## src/rtl/rf_write_arbiter.sv

```systemverilog
// rtl/rf_write_arbiter.sv - register-file write port arbiter with multi-cycle result FIFO and hazard detect
module rf_write_arbiter #(
    parameter int DATA_WIDTH = 64,
    parameter int REG_ADDR_W = 5,
    parameter int FIFO_DEPTH = 4,
    parameter int STARVE_MAX = 8
) (
    input  logic                            i_clk,
    input  logic                            i_arstn,
    input  logic                            i_wb_we,
    input  logic [REG_ADDR_W-1:0]           i_wb_addr,
    input  logic [DATA_WIDTH-1:0]           i_wb_data,
    input  logic                            i_mc_valid,
    input  logic [REG_ADDR_W-1:0]           i_mc_addr,
    input  logic [DATA_WIDTH-1:0]           i_mc_data,
    output logic                            o_mc_ready,
    input  logic [REG_ADDR_W-1:0]           i_rs1_addr,
    input  logic [REG_ADDR_W-1:0]           i_rs2_addr,
    input  logic [REG_ADDR_W-1:0]           i_rd_addr,
    output logic                            o_reg_we,
    output logic [REG_ADDR_W-1:0]           o_rd_addr,
    output logic [DATA_WIDTH-1:0]           o_rd_write_data,
    output logic                            o_hazard,
    output logic                            o_wb_hold,
    output logic [$clog2(FIFO_DEPTH):0]     o_fifo_count
);

    localparam int PTR_W = $clog2(FIFO_DEPTH);
    localparam int CNT_W = PTR_W + 1;
    localparam int ST_W  = $clog2(STARVE_MAX) + 1;

    logic [REG_ADDR_W-1:0] q_addr [FIFO_DEPTH];
    logic [DATA_WIDTH-1:0] q_data [FIFO_DEPTH];
    logic [PTR_W-1:0]      rd_ptr;
    logic [PTR_W-1:0]      wr_ptr;
    logic [CNT_W-1:0]      count;
    logic [ST_W-1:0]       starve_cnt;
    logic [ST_W-1:0]       starve_next;
    logic                  hold_q;

    logic                  wb_act;
    logic                  fifo_nonempty;
    logic                  pop;
    logic                  push;
    logic [PTR_W-1:0]      slot_off [FIFO_DEPTH];
    logic                  hazard;

    assign wb_act        = i_wb_we && (i_wb_addr != '0);
    assign fifo_nonempty = (count != '0);
    assign pop           = i_arstn && !wb_act && fifo_nonempty;
    // Ready uses the pre-pop count, so a full FIFO never pushes even when popping.
    assign o_mc_ready    = i_arstn && (count < CNT_W'(FIFO_DEPTH));
    // x0 results finish the handshake but are discarded.
    assign push          = i_mc_valid && o_mc_ready && (i_mc_addr != '0);
    assign o_fifo_count  = count;
    assign o_wb_hold     = hold_q;
    assign o_hazard      = hazard && i_arstn;

    // Write-port mux: writeback always wins, otherwise drain the FIFO head.
    always_comb begin
        o_reg_we        = 1'b0;
        o_rd_addr       = '0;
        o_rd_write_data = '0;
        if (i_arstn) begin
            if (wb_act) begin
                o_reg_we        = 1'b1;
                o_rd_addr       = i_wb_addr;
                o_rd_write_data = i_wb_data;
            end else if (fifo_nonempty) begin
                o_reg_we        = 1'b1;
                o_rd_addr       = q_addr[rd_ptr];
                o_rd_write_data = q_data[rd_ptr];
            end
        end
    end

    // Distance of each slot from the head, wrapped to the pointer width.
    always_comb begin
        for (int i = 0; i < FIFO_DEPTH; i++) begin
            slot_off[i] = PTR_W'(i) - rd_ptr;
        end
    end

    // Hazard when any occupied slot targets a nonzero decode operand; the head being popped still counts.
    always_comb begin
        hazard = 1'b0;
        for (int i = 0; i < FIFO_DEPTH; i++) begin
            if ((CNT_W'(slot_off[i]) < count) && (q_addr[i] != '0)) begin
                if (((i_rs1_addr != '0) && (q_addr[i] == i_rs1_addr)) ||
                    ((i_rs2_addr != '0) && (q_addr[i] == i_rs2_addr)) ||
                    ((i_rd_addr  != '0) && (q_addr[i] == i_rd_addr))) begin
                    hazard = 1'b1;
                end
            end
        end
    end

    // Count consecutive lost arbitrations of the head, saturating so it never wraps.
    always_comb begin
        starve_next = starve_cnt;
        if (!fifo_nonempty || pop) begin
            starve_next = '0;
        end else if (starve_cnt != ST_W'(STARVE_MAX)) begin
            starve_next = starve_cnt + 1'b1;
        end
    end

    // FIFO storage; contents need no reset because occupancy gates every use.
    always_ff @(posedge i_clk) begin
        if (push) begin
            q_addr[wr_ptr] <= i_mc_addr;
            q_data[wr_ptr] <= i_mc_data;
        end
    end

    // Pointers, occupancy, starvation counter and the registered hold request.
    always_ff @(posedge i_clk or negedge i_arstn) begin
        if (!i_arstn) begin
            rd_ptr     <= '0;
            wr_ptr     <= '0;
            count      <= '0;
            starve_cnt <= '0;
            hold_q     <= 1'b0;
        end else begin
            if (push) wr_ptr <= wr_ptr + 1'b1;
            if (pop)  rd_ptr <= rd_ptr + 1'b1;
            case ({push, pop})
                2'b10:   count <= count + 1'b1;
                2'b01:   count <= count - 1'b1;
                default: count <= count;
            endcase
            starve_cnt <= starve_next;
            hold_q     <= (starve_next >= ST_W'(STARVE_MAX - 1));
        end
    end

    // Occupancy can never overflow or underflow given the ready/pop qualifiers.
    always_ff @(posedge i_clk) begin
        if (i_arstn) begin
            assert (!(push && !pop && (count == CNT_W'(FIFO_DEPTH))));
            assert (!(pop && (count == '0)));
        end
    end

endmodule

```

## config.mk

```make
export PLATFORM = sky130hd
export DESIGN_NAME = rf_write_arbiter
export DESIGN_NICKNAME = d
export VERILOG_FILES = /design/src/rtl/rf_write_arbiter.sv
export SDC_FILE = /design/constraint.sdc
export NUM_CORES = 1
export LEC_CHECK = 0
export ABC_CLOCK_PERIOD_IN_PS = 4550
export BUFFER_PORTS_ARGS = -buffer_cell sky130_fd_sc_hd__buf_2
export CELL_PAD_IN_SITES_DETAIL_PLACEMENT = 0
export CELL_PAD_IN_SITES_GLOBAL_PLACEMENT = 1
export CORE_MARGIN = 2
export CORE_UTILIZATION = 51
export DETAILED_ROUTE_END_ITERATION = 16
export GPL_ROUTABILITY_DRIVEN = 0
export PLACE_DENSITY_LB_ADDON = 0.25
export SETUP_SLACK_MARGIN = 0.2
export SYNTH_ARGS = -nofsm -noshare
export SYNTH_HDL_FRONTEND = slang
export SYNTH_SLANG_ARGS = --single-unit
```

## constraint.sdc

```tcl
create_clock -name i_clk -period 4.55 [get_ports i_clk]
set_input_delay 0.2275 -clock i_clk [delete_from_list [all_inputs] [get_ports i_clk]]
set_output_delay 0.2275 -clock i_clk [all_outputs]
set_load 0.02 [all_outputs]
```

==> results of run 1 <==
==> worst max-delay path, stage by stage <==
cell,delay [ns]
dlygate4sd3_1,0.52
buf_2,0.34
clkinv_1,0.33
nor2_4,0.60
buf_4,0.57
a22o_1,0.30
buf_2,0.19
==> layout make-up <==
class,count,area (µm²),share of cell area [%]
tap,319,399,2.60
inverter,12,45.0,0.294
timing repair buffer,306,1900,12.4
clock inverter,18,141,0.922
multi-input combinational,312,3450,22.5
sequential,288,8600,56.0
antenna,1,2.50,0.0163
clock buffer,38,801,5.22
==> kinds of logic (layout without fill, tap and decap cells) <==
kind of cell,count (synthesis),after routing,share of synthesized area [%]
flops,288,288,69.9
compound gates,88,88,5.87
simple gates,72,72,3.04
mux,71,71,12.8
xor+xnor,69,69,4.92
buf+inv,59,374,2.16
fa+ha+maj,12,12,1.28
other cells,0,1,0
==> Yosys cell counts (2+ instances only) <==
library cell	instances
dfrtp_1	12
a32o_1	2
buf_4	3
xor2_1	40
buf_1	7
and2_1	4
buf_2	8
clkbuf_1	26
ha_1	11
nor2_1	14
a21oi_1	9
nor3_1	17
nand4_1	12
xnor2_1	29
nand3_1	4
nand2b_1	2
a22o_1	63
mux4_2	69
buf_6	3
inv_1	11
edfxtp_1	276
or4_1	4
a31oi_1	4
nand2_1	11
o22ai_1	4
==> flip-flops by register name, indices dropped and copies added, names as in the netlist <==
register	cells
q_data	256
q_addr	20
starve_cnt	4
o_fifo_count	3
rd_ptr	2
wr_ptr	2
o_wb_hold	1
==> report_power, final <==
group          internal [µW]  switching, µW  total, µW  leakage (µW)
combinational           1050           1210       2260       0.00250
sequential              3190            143       3330       0.00264
clock                   1310            979       2290      0.000464
==> layer usage <==
| metal | global-route usage [%] | share of wire (%) |
|---|---|---|
| met1 | 26.5 | 41 |
| met2 | 37.4 | 51 |
| met4 | 6.61 | 2.9 |
| met5 | 0 | 0 |
| met3 | 3.86 | 5.4 |
==> what timing repair did <==
item                       4_1_cts  5_1_grt
setup endpoints to repair        0        0
hold buffers                    70        0
hold endpoints to repair       288        0
==> through the flow <==
stage / hold slack, ns / util (%) / setup WS (ns) / instance area, µm² / total power (µW)
3_5_place_dp: 0.162 / 58.2 / 1.49 / 13700 / 5620
6_report: 0.147 / 65.2 / 1.23 / 15300 / 7870
4_1_cts: 0.144 / 65.1 / 1.24 / 15300 / 7950
2_1_floorplan: -0.0681 / - / 1.05 / 12300 / 4970
3_3_place_gp: 0.149 / 58.2 / 1.56 / 13700 / 5570
5_1_grt: 0.170 / 65.1 / 1.01 / 15300 / 8240
==> worst max path at each step <==
| stage | end | cells after the start |
|---|---|---|
| final | o_rd_write_data[18] | 7 |
| after floorplan | q_addr[0][0] | 5 |
| after CTS | o_rd_write_data[18] | 7 |
| after detailed placement | q_data[1][47] | 6 |
| after global placement | q_data[2][46] | 6 |
| after global routing | o_rd_write_data[18] | 7 |
==> key figures, run 1 <==
STA
  – Layout Skew: 0.0559 ns
  – Slew margin rel.: 27.7%
  – Final period util: 73.0%
  – Worst-Margin Slew: 1.08 ns
  – Count of pins over their slew limit: 0
  – Fmax: 301 MHz
  – Setup repair after global routing missed its margin: false
  – Minimum clock period: 3.32 ns
  – Setup violations, final: 0
  – Setup TNS: 0 ns
  – Final Hold Violating Endpoints: 0

Run
  – Max-Cap Viols: 0

Critical path
  – R2R Path End: q_addr[1][3]
  – Setup CP Type: in -> out
  – Crit path max fanout: 42
  – Worst R2R Path Depth: 4
  – Crit path DAT: 3.09 ns
  – FF-to-FF setup slack: 1.97 ns
  – Setup crit end kind: primary output
  – Startpoint type of the worst setup path: primary input
  – CP startpoint: i_arstn
  – Reg2Reg Launch Point: o_fifo_count[2]
  – Req. time, crit path: 4.32 ns

CTS
  – Clock Root Buffer: clkbuf_16
  – Post-CTS resize count: 0
  – Clock Latency Late Sink: 0.58 ns
  – Clock sink total: 288
  – Post-CTS Setup Bufs: 0
  – CTS clk-pin slew, worst paths: 0.06 ns
  – TritonCTS clock tree: yes
  – Htree depth: 1
  – Clk buf depth: 3
  – Num CTS Buffers: 30

Route
  – Average wire per cell in the routed design: 20.6 µm
  – Detailed-route DRC error count: 0
  – Routed vias: 7,181
  – Router iterations before antenna repair: 4
  – Initial drt markers: 509
  – WL final: 26,600 µm
  – Final antenna-violating net count: 0
  – DR vias/cell: 5.55

Floorplanning
  – Die area: 25,300 µm²
  – Die Wd: 159 µm
  – Initial core utilization: 52.2%
  – IO Count: 233
  – Core area: 23,500 µm²
  – Die H: 159 µm
  – FP Rows: 56

GRT
  – Vias in the first global route: 7,703
  – First-pass GRT wire length: 41,600 µm
  – Gr usage total: 21.1%
  – GRT overflow: 0
  – Pin count of the biggest net entering global routing: 70
  – Initial antenna violation count: 1

Synth
  – Synth unique cells: 39
  – Syn Nets: 828
  – Fraction of registers with async set/reset: 4.17%
  – Cells after Synth: 659
  – Syn Area/Cell: 18.6 µm²
  – Ys flop type: edfxtp_1
  – Ys Warns: 0
  – Flops & latches, synth: 288
  – Sequential share of the synthesized area: 69.9%
  – Number of enable flip-flop cells after synthesis: 276
  – Synth top area share: 67.5%
  – Top post-synthesis cells by area: edfxtp_1 67%, mux4_2 13%, a22o_1 4.5%, xor2_1 2.9%, dfrtp_1 2.4%
  – Yosys top cell by area: edfxtp_1
  – Netlist Area Pre-Place: 12,300 µm²

Placed design
  – Dpl cells: 1,167
  – Post-detail-place hpwl: 16,000 µm
  – I/O Buffers: 232

Finish
  – Most frequent cells in the layout: 276 x edfxtp_1, 232 x buf_2, 70 x dlygate4sd3_1, 69 x mux4_2, 63 x a22o_1
  – Commonest non-fill, non-tap cell in the layout: edfxtp_1
  – Final nets: 1,119
  – Layout area overhead: 24.9%
  – Fillcell total: 1,668
  – Fin cells: 1,294
  – Share of layout cells above drive strength 1: 37.1%

Power
  – Pwr per Cell Area: 513 nW/µm²
  – LEAKAGE: 0.00560 µW
  – Peak supply drop: 0.000400 V

Worst hold path
  – Hold crit path type: in -> async

Run status
  – Status: complete, no violations
No activity file was read; power rests on OpenSTA's default activity.
==> run 2, diff against run 1 <==
ABC_CLOCK_PERIOD_IN_PS = 3100   (was 4550)
CORE_UTILIZATION = 47   (was 51)
clock period = 3.1 ns   (was 4.55 ns; I/O delays follow)
==> key figures, run 2 (same netlist as run 1, synthesis figures left out) <==
Power
  – Pwr per Cell Area: 757 nW/µm² (was 513 nW/µm²)
  – LEAKAGE: 0.00570 µW (was 0.00560 µW)
  – Peak supply drop: 0.000572 V (was 0.000400 V)

Critical path
  – Setup crit end kind: primary output (unchanged)
  – Startpoint type of the worst setup path: flop (was primary input)
  – Setup CP Type: reg -> out (was in -> out)
  – Req. time, crit path: 2.94 ns (was 4.32 ns)
  – Crit path max fanout: 22 (was 42)
  – Crit path DAT: 2.65 ns (was 3.09 ns)

GRT
  – Initial antenna violation count: 0 (was 1)
  – GRT overflow: 0 (unchanged)
  – Met2 Track Usage GR: 35.0% (was 37.4%)
  – First-pass GRT wire length: 42,400 µm (was 41,600 µm)
  – GR peak layer: met2 (unchanged)
  – Pin count of the biggest net entering global routing: 64 (was 70)
  – Met1 Use GR: 25.1% (was 26.5%)
  – GR Util met3: 2.94% (was 3.86%)
  – Vias in the first global route: 7,765 (was 7,703)
  – Gr usage total: 19.6% (was 21.1%)

STA
  – Worst Hold Slack: 0.114 ns (was 0.147 ns)
  – Layout Skew: 0.00699 ns (was 0.0559 ns)
  – Count of pins over their slew limit: 0 (unchanged)
  – Final period util: 90.5%
  – Worst-Margin Slew: 0.731 ns (was 1.08 ns)
  – Final Hold Violating Endpoints: 0 (unchanged)
  – Setup TNS: 0 ns (unchanged)
  – Slew margin rel.: 51.3% (was 27.7%)
  – Setup repair after global routing missed its margin: false (unchanged)
  – Fmax: 356 MHz
  – Minimum clock period: 2.81 ns
  – Setup violations, final: 0 (unchanged)

CTS
  – TritonCTS clock tree: yes (unchanged)
  – Clock sink total: 288 (unchanged)
  – CTS clk-pin slew, worst paths: 0.06 ns (about the same)
  – Clock Root Buffer: clkbuf_16 (unchanged)
  – Clock Latency Late Sink: 0.53 ns (was 0.58 ns)
  – Num CTS Buffers: 30 (unchanged)
  – Htree depth: 1 (unchanged)
  – Clk buf depth: 3 (unchanged)

Floorplanning
  – Core area: 25,800 µm² (was 23,500 µm²)
  – Die area: 27,400 µm² (was 25,300 µm²)
  – IO Count: 233 (unchanged)
  – FP Rows: 59 (was 56)
  – Initial core utilization: 47.5% (was 52.2%)
  – Die H: 166 µm (was 159 µm)
  – Die Wd: 166 µm (was 159 µm)

Finish
  – Commonest non-fill, non-tap cell in the layout: edfxtp_1 (unchanged)
  – Most flop-heavy register: q_data (unchanged)
  – Multi-input logic area: 3460 µm² (was 3450 µm²)
  – Layout area overhead: 26.7% (was 24.9%)
  – Final nets: 1,131 (was 1,119)
  – ANT cells: 0 (was 1)
  – Top flop regs: q_data: 256 flops, q_addr: 20 flops, starve_cnt: 4 flops (unchanged)
  – Most frequent cells in the layout: 276 x edfxtp_1, 232 x buf_2, 70 x dlygate4sd3_1, 69 x mux4_2, 63 x a22o_1 (unchanged)
  – FF/Latch Area: 8600 µm² (unchanged)
  – Final Util: 60.2% (was 65.2%)
  – Fin cells: 1,320 (was 1,294)
  – Fillcell total: 1,965 (was 1,668)
  – Max FFs per register: 256 (unchanged)
  – Share of layout cells above drive strength 1: 38.1% (was 37.1%)

Route
  – Final antenna-violating net count: 0 (unchanged)
  – DR vias/cell: 5.52 (was 5.55)
  – Routed vias: 7,281 (was 7,181)
  – Router iterations before antenna repair: 5 (was 4)
  – Average wire per cell in the routed design: 20.7 µm (was 20.6 µm)
  – Initial drt markers: 484 (was 509)
  – Detailed-route DRC error count: 0 (unchanged)
  – WL final: 27,300 µm (was 26,600 µm)

Placed design
  – Dpl cells: 1,194 (was 1,167)
  – Post-detail-place hpwl: 17,400 µm (was 16,000 µm)
  – I/O Buffers: 232 (unchanged)

Run status
  – Status: complete, no violations (unchanged)

Worst hold path
  – Hold crit path type: in -> reg (was in -> async)

Run
  – Max-Cap Viols: 0 (unchanged)
[run 2: changes by cell type in the layout (fill, tap and decap cells not counted), moves of 2 or more]
cell        delta
buf_12         +5
buf_4          +5
clkinvlp_4     +3
bufinv_16      +2
clkbuf_1       -2
clkbuf_8       -2
clkinv_2       -2
[run 2: power breakdown]
group	total, µW	internal (µW)	leakage (µW)	switching, µW
sequential	4940	4670	0.00264	279
combinational	3360	1610	0.00258	1760
clock	3480	2070	0.000469	1410
[run 2: path summary, 6_finish.rpt]
path | from | endpoint | slack (ns) | cells past startpoint
min in group asynchronous | i_arstn | starve_cnt[0] | 0.12 | 3
setup / recovery | rd_ptr[1] | o_hazard | 0.29 | 8
max in group asynchronous | i_arstn | rd_ptr[1] | 2.76 | 3
hold / removal | i_mc_valid | wr_ptr[0] | 0.11 | 4
setup reg to reg | o_fifo_count[2] | o_fifo_count[2] | 0.73 | 10
hold reg to reg | o_fifo_count[1] | o_fifo_count[1] | 0.56 | 2
[run 2: stage by stage]
| stage | setup slack (ns) | total power, µW | area, µm² |
|---|---|---|---|
| after floorplan | 0.337 | 7290 | 12300 |
| after global placement | 0.687 | 8220 | 13900 |
| after detailed placement | 0.614 | 8310 | 13900 |
| after CTS | 0.253 | 11900 | 15600 |
| after global routing | 0.207 | 12300 | 15600 |
| final | 0.293 | 11800 | 15600 |
[run 2: layout make-up]
type	instances	share of cell area (%)
Sequential cell	288	55.2
Tap cell	335	2.69
Clock buffer	35	5.08
Timing Repair Buffer	318	13.3
Inverter	12	0.289
Clock inverter	20	1.18
Multi-Input combinational cell	312	22.2
[run 2: repair_timing]
action | in CTS | in global routing
setup buffers | 1 | 0
setup endpoints to repair | 18 | 1
endpoints found under the hold margin | 288 | 0
hold buffers | 70 | 0
resized for setup | 1 | 1
[run 2: worst max-delay path, stage by stage (launching register included)]
cell	delay [ns]
dfrtp_4	0.63
xnor2_2	0.20
inv_1	0.06
ha_1	0.27
a21oi_1	0.06
o22ai_1	0.20
a31oi_1	0.08
o41a_1	0.44
buf_2	0.17
[run 2: per-layer routing]
metal	routed length, µm	vias to the layer above	share of wire, %
li1	-	3285	-
met1	11000	3685	40
met2	14400	264	53
met3	1460	47	5.3
met4	488	0	1.8
met5	0	-	0
